$ cat src/rtl/level_flow_controller.sv
// Game-level sequencer. It handshakes with the level generator, runs the round timer,
// derives the target score for each level and resolves win, shop, game-over and victory.
module level_flow_controller #(
    parameter int unsigned ROUND_SECONDS = 60,
    parameter int unsigned MAX_LEVEL     = 15,
    parameter int unsigned MIN_TARGET    = 100,
    parameter int unsigned GEN_TIMEOUT   = 1023
) (
    input  logic        clk,
    input  logic        resetN,
    input  logic        startGame,
    input  logic        secondTick,
    input  logic        pauseN,
    input  logic        finishedGenerating,
    input  logic [19:0] levelValue,
    input  logic [19:0] levelScore,
    input  logic        allCollected,
    input  logic        shopDone,
    output logic        generateNewLevel,
    output logic [3:0]  levelIndex,
    output logic [19:0] targetScore,
    output logic [6:0]  timeLeft,
    output logic [2:0]  gameState,
    output logic        playEnable,
    output logic        levelWon
);

    localparam int unsigned VAL_W   = 20;
    localparam int unsigned LVL_W   = 4;
    localparam int unsigned TIME_W  = 7;
    localparam int unsigned GS_W    = 3;
    localparam int unsigned CNT_W   = $clog2(GEN_TIMEOUT + 1);

    typedef enum logic [3:0] {
        S_IDLE,
        S_GEN_PULSE,
        S_GEN_SETTLE,
        S_GEN_WAIT,
        S_PLAY,
        S_EVAL,
        S_SHOP,
        S_GAME_OVER,
        S_VICTORY
    } state_t;

    state_t             r_state;
    state_t             w_state_nxt;
    logic [CNT_W-1:0]   r_gen_cnt;
    logic [CNT_W-1:0]   w_gen_cnt_nxt;
    logic               r_generate;
    logic               w_generate_nxt;
    logic [LVL_W-1:0]   r_level;
    logic [LVL_W-1:0]   w_level_nxt;
    logic [VAL_W-1:0]   r_target;
    logic [VAL_W-1:0]   w_target_nxt;
    logic [TIME_W-1:0]  r_time;
    logic [TIME_W-1:0]  w_time_nxt;
    logic [GS_W-1:0]    r_game_state;
    logic [GS_W-1:0]    w_game_state_nxt;
    logic               r_play_en;
    logic               w_play_en_nxt;
    logic               r_level_won;
    logic               w_level_won_nxt;
    logic [VAL_W-1:0]   w_target_raw;
    logic [VAL_W-1:0]   w_target_calc;

    // Target is 3/4 of the level value, floored at MIN_TARGET.
    assign w_target_raw  = (levelValue >> 1) + (levelValue >> 2);
    assign w_target_calc = (w_target_raw < VAL_W'(MIN_TARGET)) ? VAL_W'(MIN_TARGET) : w_target_raw;

    // The three GEN phases all report the same external state code.
    function automatic logic [GS_W-1:0] encode_state(input state_t s);
        logic [GS_W-1:0] code;
        code = GS_W'(0);
        case (s)
            S_IDLE:       code = GS_W'(0);
            S_GEN_PULSE,
            S_GEN_SETTLE,
            S_GEN_WAIT:   code = GS_W'(1);
            S_PLAY:       code = GS_W'(2);
            S_EVAL:       code = GS_W'(3);
            S_SHOP:       code = GS_W'(4);
            S_GAME_OVER:  code = GS_W'(5);
            S_VICTORY:    code = GS_W'(6);
            default:      code = GS_W'(0);
        endcase
        return code;
    endfunction

    always_ff @(posedge clk or negedge resetN) begin
        if (!resetN) begin
            r_state      <= S_IDLE;
            r_gen_cnt    <= '0;
            r_generate   <= 1'b0;
            r_level      <= '0;
            r_target     <= '0;
            r_time       <= '0;
            r_game_state <= '0;
            r_play_en    <= 1'b0;
            r_level_won  <= 1'b0;
        end else begin
            r_state      <= w_state_nxt;
            r_gen_cnt    <= w_gen_cnt_nxt;
            r_generate   <= w_generate_nxt;
            r_level      <= w_level_nxt;
            r_target     <= w_target_nxt;
            r_time       <= w_time_nxt;
            r_game_state <= w_game_state_nxt;
            r_play_en    <= w_play_en_nxt;
            r_level_won  <= w_level_won_nxt;
        end
    end

    always_comb begin
        w_state_nxt     = r_state;
        w_gen_cnt_nxt   = r_gen_cnt;
        w_generate_nxt  = 1'b0;
        w_level_nxt     = r_level;
        w_target_nxt    = r_target;
        w_time_nxt      = r_time;
        w_level_won_nxt = 1'b0;

        case (r_state)
            S_IDLE, S_GAME_OVER, S_VICTORY: begin
                if (startGame) begin
                    w_level_nxt    = '0;
                    w_generate_nxt = 1'b1;
                    w_state_nxt    = S_GEN_PULSE;
                end
            end
            S_GEN_PULSE: begin
                w_gen_cnt_nxt = '0;
                w_state_nxt   = S_GEN_SETTLE;
            end
            // The generator's done flag may still show the previous level here.
            S_GEN_SETTLE: begin
                w_state_nxt = S_GEN_WAIT;
            end
            S_GEN_WAIT: begin
                if (finishedGenerating) begin
                    w_target_nxt  = w_target_calc;
                    w_time_nxt    = TIME_W'(ROUND_SECONDS);
                    w_gen_cnt_nxt = '0;
                    w_state_nxt   = S_PLAY;
                end else if (r_gen_cnt == CNT_W'(GEN_TIMEOUT - 1)) begin
                    w_gen_cnt_nxt  = '0;
                    w_generate_nxt = 1'b1;
                    w_state_nxt    = S_GEN_PULSE;
                end else begin
                    w_gen_cnt_nxt = r_gen_cnt + CNT_W'(1);
                end
            end
            // allCollected takes priority over a coincident tick.
            S_PLAY: begin
                if (allCollected || (r_time == '0)) begin
                    w_state_nxt = S_EVAL;
                end else if (secondTick && pauseN) begin
                    w_time_nxt = r_time - TIME_W'(1);
                end
            end
            S_EVAL: begin
                if (levelScore >= r_target) begin
                    w_level_won_nxt = 1'b1;
                    w_state_nxt     = (r_level == LVL_W'(MAX_LEVEL)) ? S_VICTORY : S_SHOP;
                end else begin
                    w_state_nxt = S_GAME_OVER;
                end
            end
            S_SHOP: begin
                if (shopDone) begin
                    if (r_level < LVL_W'(MAX_LEVEL)) begin
                        w_level_nxt = r_level + LVL_W'(1);
                    end
                    w_generate_nxt = 1'b1;
                    w_state_nxt    = S_GEN_PULSE;
                end
            end
            default: begin
                w_state_nxt = S_IDLE;
            end
        endcase

        w_game_state_nxt = encode_state(w_state_nxt);
        w_play_en_nxt    = (w_state_nxt == S_PLAY);
    end

    assign generateNewLevel = r_generate;
    assign levelIndex       = r_level;
    assign targetScore      = r_target;
    assign timeLeft         = r_time;
    assign gameState        = r_game_state;
    assign playEnable       = r_play_en;
    assign levelWon         = r_level_won;

endmodule

$ cat config.mk
export PLATFORM = sky130hd
export DESIGN_NAME = level_flow_controller
export DESIGN_NICKNAME = d
export VERILOG_FILES = /design/src/rtl/level_flow_controller.sv
export SDC_FILE = /design/constraint.sdc
export NUM_CORES = 1
export LEC_CHECK = 0
export ABC_AREA = 1
export CAP_MARGIN = 25
export CELL_PAD_IN_SITES_DETAIL_PLACEMENT = 0
export CELL_PAD_IN_SITES_GLOBAL_PLACEMENT = 2
export CORE_ASPECT_RATIO = 2
export CORE_MARGIN = 4
export CORE_UTILIZATION = 29
export CTS_CLUSTER_SIZE = 14
export DETAILED_ROUTE_END_ITERATION = 6
export GPL_TIMING_DRIVEN = 0
export PLACE_DENSITY_LB_ADDON = 0.3
export SLEW_MARGIN = 10
export SYNTH_ARGS = -nofsm -noshare
export SYNTH_HDL_FRONTEND = slang
export SYNTH_SLANG_ARGS = --single-unit
$ cat constraint.sdc
create_clock -name clk -period 2.5 [get_ports clk]
set_input_delay 0.5 -clock clk [delete_from_list [all_inputs] [get_ports clk]]
set_output_delay 0.5 -clock clk [all_outputs]
set_load 0.01 [all_outputs]
==> impl_results.md <==
* Status: finished, final reports clean
* Hold buffer count at cts at 0
* Ant diodes at 0
* Synth cell types at 41
* Critical path class: input port to register
* Non-filler cells, final at 887
* Final antenna-violating net count at 0
* DR vias at 4,098
* Yosys top cell area share at 30.3%
* # H-tree levels at 2
* Most used standard cell by instance count after synthesis: nand2_1
* Die Height at 178 um
* Register area at 1280 um^2
* Hold crit path type: input port to async pin
* Register area share after synthesis at 30.3%
* Die ar. at 16,600 um^2
* Clock Skew at 0.00322 ns
* Initial Util at 29.5%
* Worst R2R Setup Slack at 0.39 ns
* CP max FO at 7
* Tot GR Track Use at 15.9%
* GRT busiest layer: met2
* Final worst setup slack at 0.155 ns
* Met3 Usage GRT at 1.44%
* Rel. slew slack at 57.2%
* Remaining Overflow, GRT at 0
* Pwr Density at 797 nW/um^2
* Post-CTS Setup Inserts at 0
* Place WS at -0.712 ns
* Root buf cell: clkbuf_16
* Fmax at 427 MHz
* Drt first pass iters at 6
* Vias in the first global route at 4,308
* #FFs+latches synth at 51
* Area of the multi-input gates at 2830 um^2
* Reg2Reg Depth at 11
* # rows at 62
* Die W at 93.2 um
* Critical Path AT at 2.52 ns
* Post-synth ARST share at 100%
* Routed wire length at 12,700 um
* CP Launch Type: input port
* Fill cells at 1,569
* Vias per std cell at 4.62
* Final setup fails at 0
* Met2 Track Usage GR at 35.0%
* Fin util at 40.4%
* Worst EP required at 2.68 ns
* Final period util at 93.8%
* Post-synth EDFFs at 0
* Final hold slack at 0.160 ns
* Area leader, netlist: dfrtp_1
* Leak at 2.78 nW
* Share of cells above drive strength 1 at 14.0%
* Final Hold Viols at 0
* FF-to-FF End: timeLeft[5]
* Yosys warning total at 0
* Placed insts at 880
* Clk_lat worst skew at 0.29 ns
* Global-route wire length before repair at 20,400 um
* Cells after synthesis at 604
* Slew @ Worst Pin at 0.642 ns
* Final-report max-slew violation count at 0
* Net Count, Synth at 698
* Core area at 14,300 um^2
* DP HPWL at 10,800 um
* Peak VDD IR at 333 uV
* Post-Syn Area per Cell at 6.97 um^2
* CTS buffer count at 5
* Reg2Reg Launch Point: timeLeft[0]
* Area contributors post-synth: dfrtp_1 30%, nand2_1 14%, ha_1 13%, inv_1 9.1%, nor2_1 4.8%
* Synth cell count leaders: 156 x nand2_1, 102 x inv_1, 54 x nor2_1
* Max-cap violations at 0
* Area Growth Syn to Fin at 36.9%
* GPL Wtd Cong at 0.826
* Net count, final at 789
* Clock transition at path regs at 0.07 ns
* Crit path time final at 2.34 ns
* Synthesized area at 4210 um^2
* Routed len/inst at 14.3 um
* Crit. End Element: register
* Ys flop type: dfrtp_1
* Clock buffer depth at 2
* Initial DRC Count at 71
* Residual DRC count at 0
* PortBufs at 83
* Pin count of the biggest net entering global routing at 33
* Clock tree from TritonCTS: built
* Io pins at 85
* Initial antenna violation count at 0
* Met1 Use GR at 14.1%
* Clk sinks at 51
layer usage:
layer / vias to the layer above / routed length [um]
met2: 70 / 7930
li1: 2107 / -
met3: 22 / 311
met4: 0 / 325
met5: - / 0
met1: 1899 / 4150
metrics by stage:
step	power [mW]	TNS (ns)	instance area, um^2
floorplan	2.73	0	4210
global placement	3.76	-43.44	5280
detailed placement	3.79	-7.03	5300
CTS	4.65	0	5690
global route	5.03	-0.00203	5770
finish	4.60	0	5770
report_power, final:
| group | internal [mW] | switching [mW] | total [mW] |
|---|---|---|---|
| Clock | 0.468 | 0.305 | 0.773 |
| Sequential | 1.11 | 0.245 | 1.36 |
| Combinational | 1.09 | 1.38 | 2.47 |
| Total | 2.67 | 1.93 | 4.60 |
cells by family after synthesis:
kind of cell	share of synthesized area [%]
buffers and inverters	10.1
AND/OR/NAND/NOR	34.0
adder cells (fa/ha/maj)	13.8
AO/OA/AOI/OAI	10.2
XOR/XNOR	1.25
flip-flops	30.3
multiplexers	0.267
flip-flops by register name, summed over array words and instances, names as in the netlist:
signal / cells
targetScore: 20
r_gen_cnt: 10
timeLeft: 7
levelIndex: 4
r_state: 4
gameState: 3
generateNewLevel: 1
levelWon: 1
playEnable: 1
worst max-delay path by stage:
| stage | startpoint | endpoint | slack (ns) | cells past startpoint |
|---|---|---|---|---|
| 4_1_cts | levelValue[14] | targetScore[0] | 0.0008 | 11 |
| 2_1_floorplan | levelValue[1] | targetScore[0] | 0.21 | 14 |
| 5_1_grt | levelValue[1] | targetScore[0] | -0.002 | 15 |
| 3_5_place_dp | levelValue[2] | targetScore[0] | -0.71 | 17 |
| 6_report | levelValue[1] | targetScore[0] | 0.16 | 17 |
| 3_3_place_gp | resetN | targetScore[18] | -0.73 | 1 |
cell usage in the layout (no fill, tap or decap), types with 2 or more instances in the layout:
master	n
nand3_2	5
nand3_4	3
clkdlybuf4s50_1	63
dlygate4sd2_1	10
dfrtp_1	51
xnor2_1	3
nand4_1	8
nand2_2	15
nand3b_1	3
o22ai_1	2
xor2_1	2
nor2_2	11
a21oi_1	23
nor2_4	4
ha_1	29
clkbuf_16	5
dlymetal6s2s_1	6
o21ai_1	5
clkbuf_2	2
nand2_4	4
nor2_1	48
and3_1	2
ha_4	16
nor3_2	2
nor3_1	13
nand3_1	33
o21ai_0	29
a21oi_2	11
inv_2	7
nor3b_1	2
nand2_1	150
inv_1	102
clkbuf_1	5
critical path: stages:
cell	delay [ns]
dlygate4sd2_1	0.26
ha_4	0.18
fa_2	0.35
nand2_2	0.08
nand2_4	0.07
nand3_4	0.08
nand2_4	0.07
nand2_2	0.07
nand2_2	0.07
nand2_2	0.07
nand2_1	0.05
nand2_1	0.10
nand3_2	0.10
nor2_4	0.11
nand3_4	0.15
nand2_2	0.11
nand2_1	0.06
what timing repair did:
item / in CTS / in global routing
setup endpoints to repair: 9 / 11
endpoints found under the hold margin: 0 / 0
gates resized for setup: 46 / 28
pin swaps: 4 / 11
final cells by class:
type                       count  area share [%]
buffer                         4           0.260
clock inverter                 1           0.521
inverter                     109            7.09
tap                          192            4.17
sequential                    51            22.1
multi-input combinational    440            49.1
clock buffer                   6            2.23
timing repair buffer          84            14.5
Power figures use the tool's default switching activity.
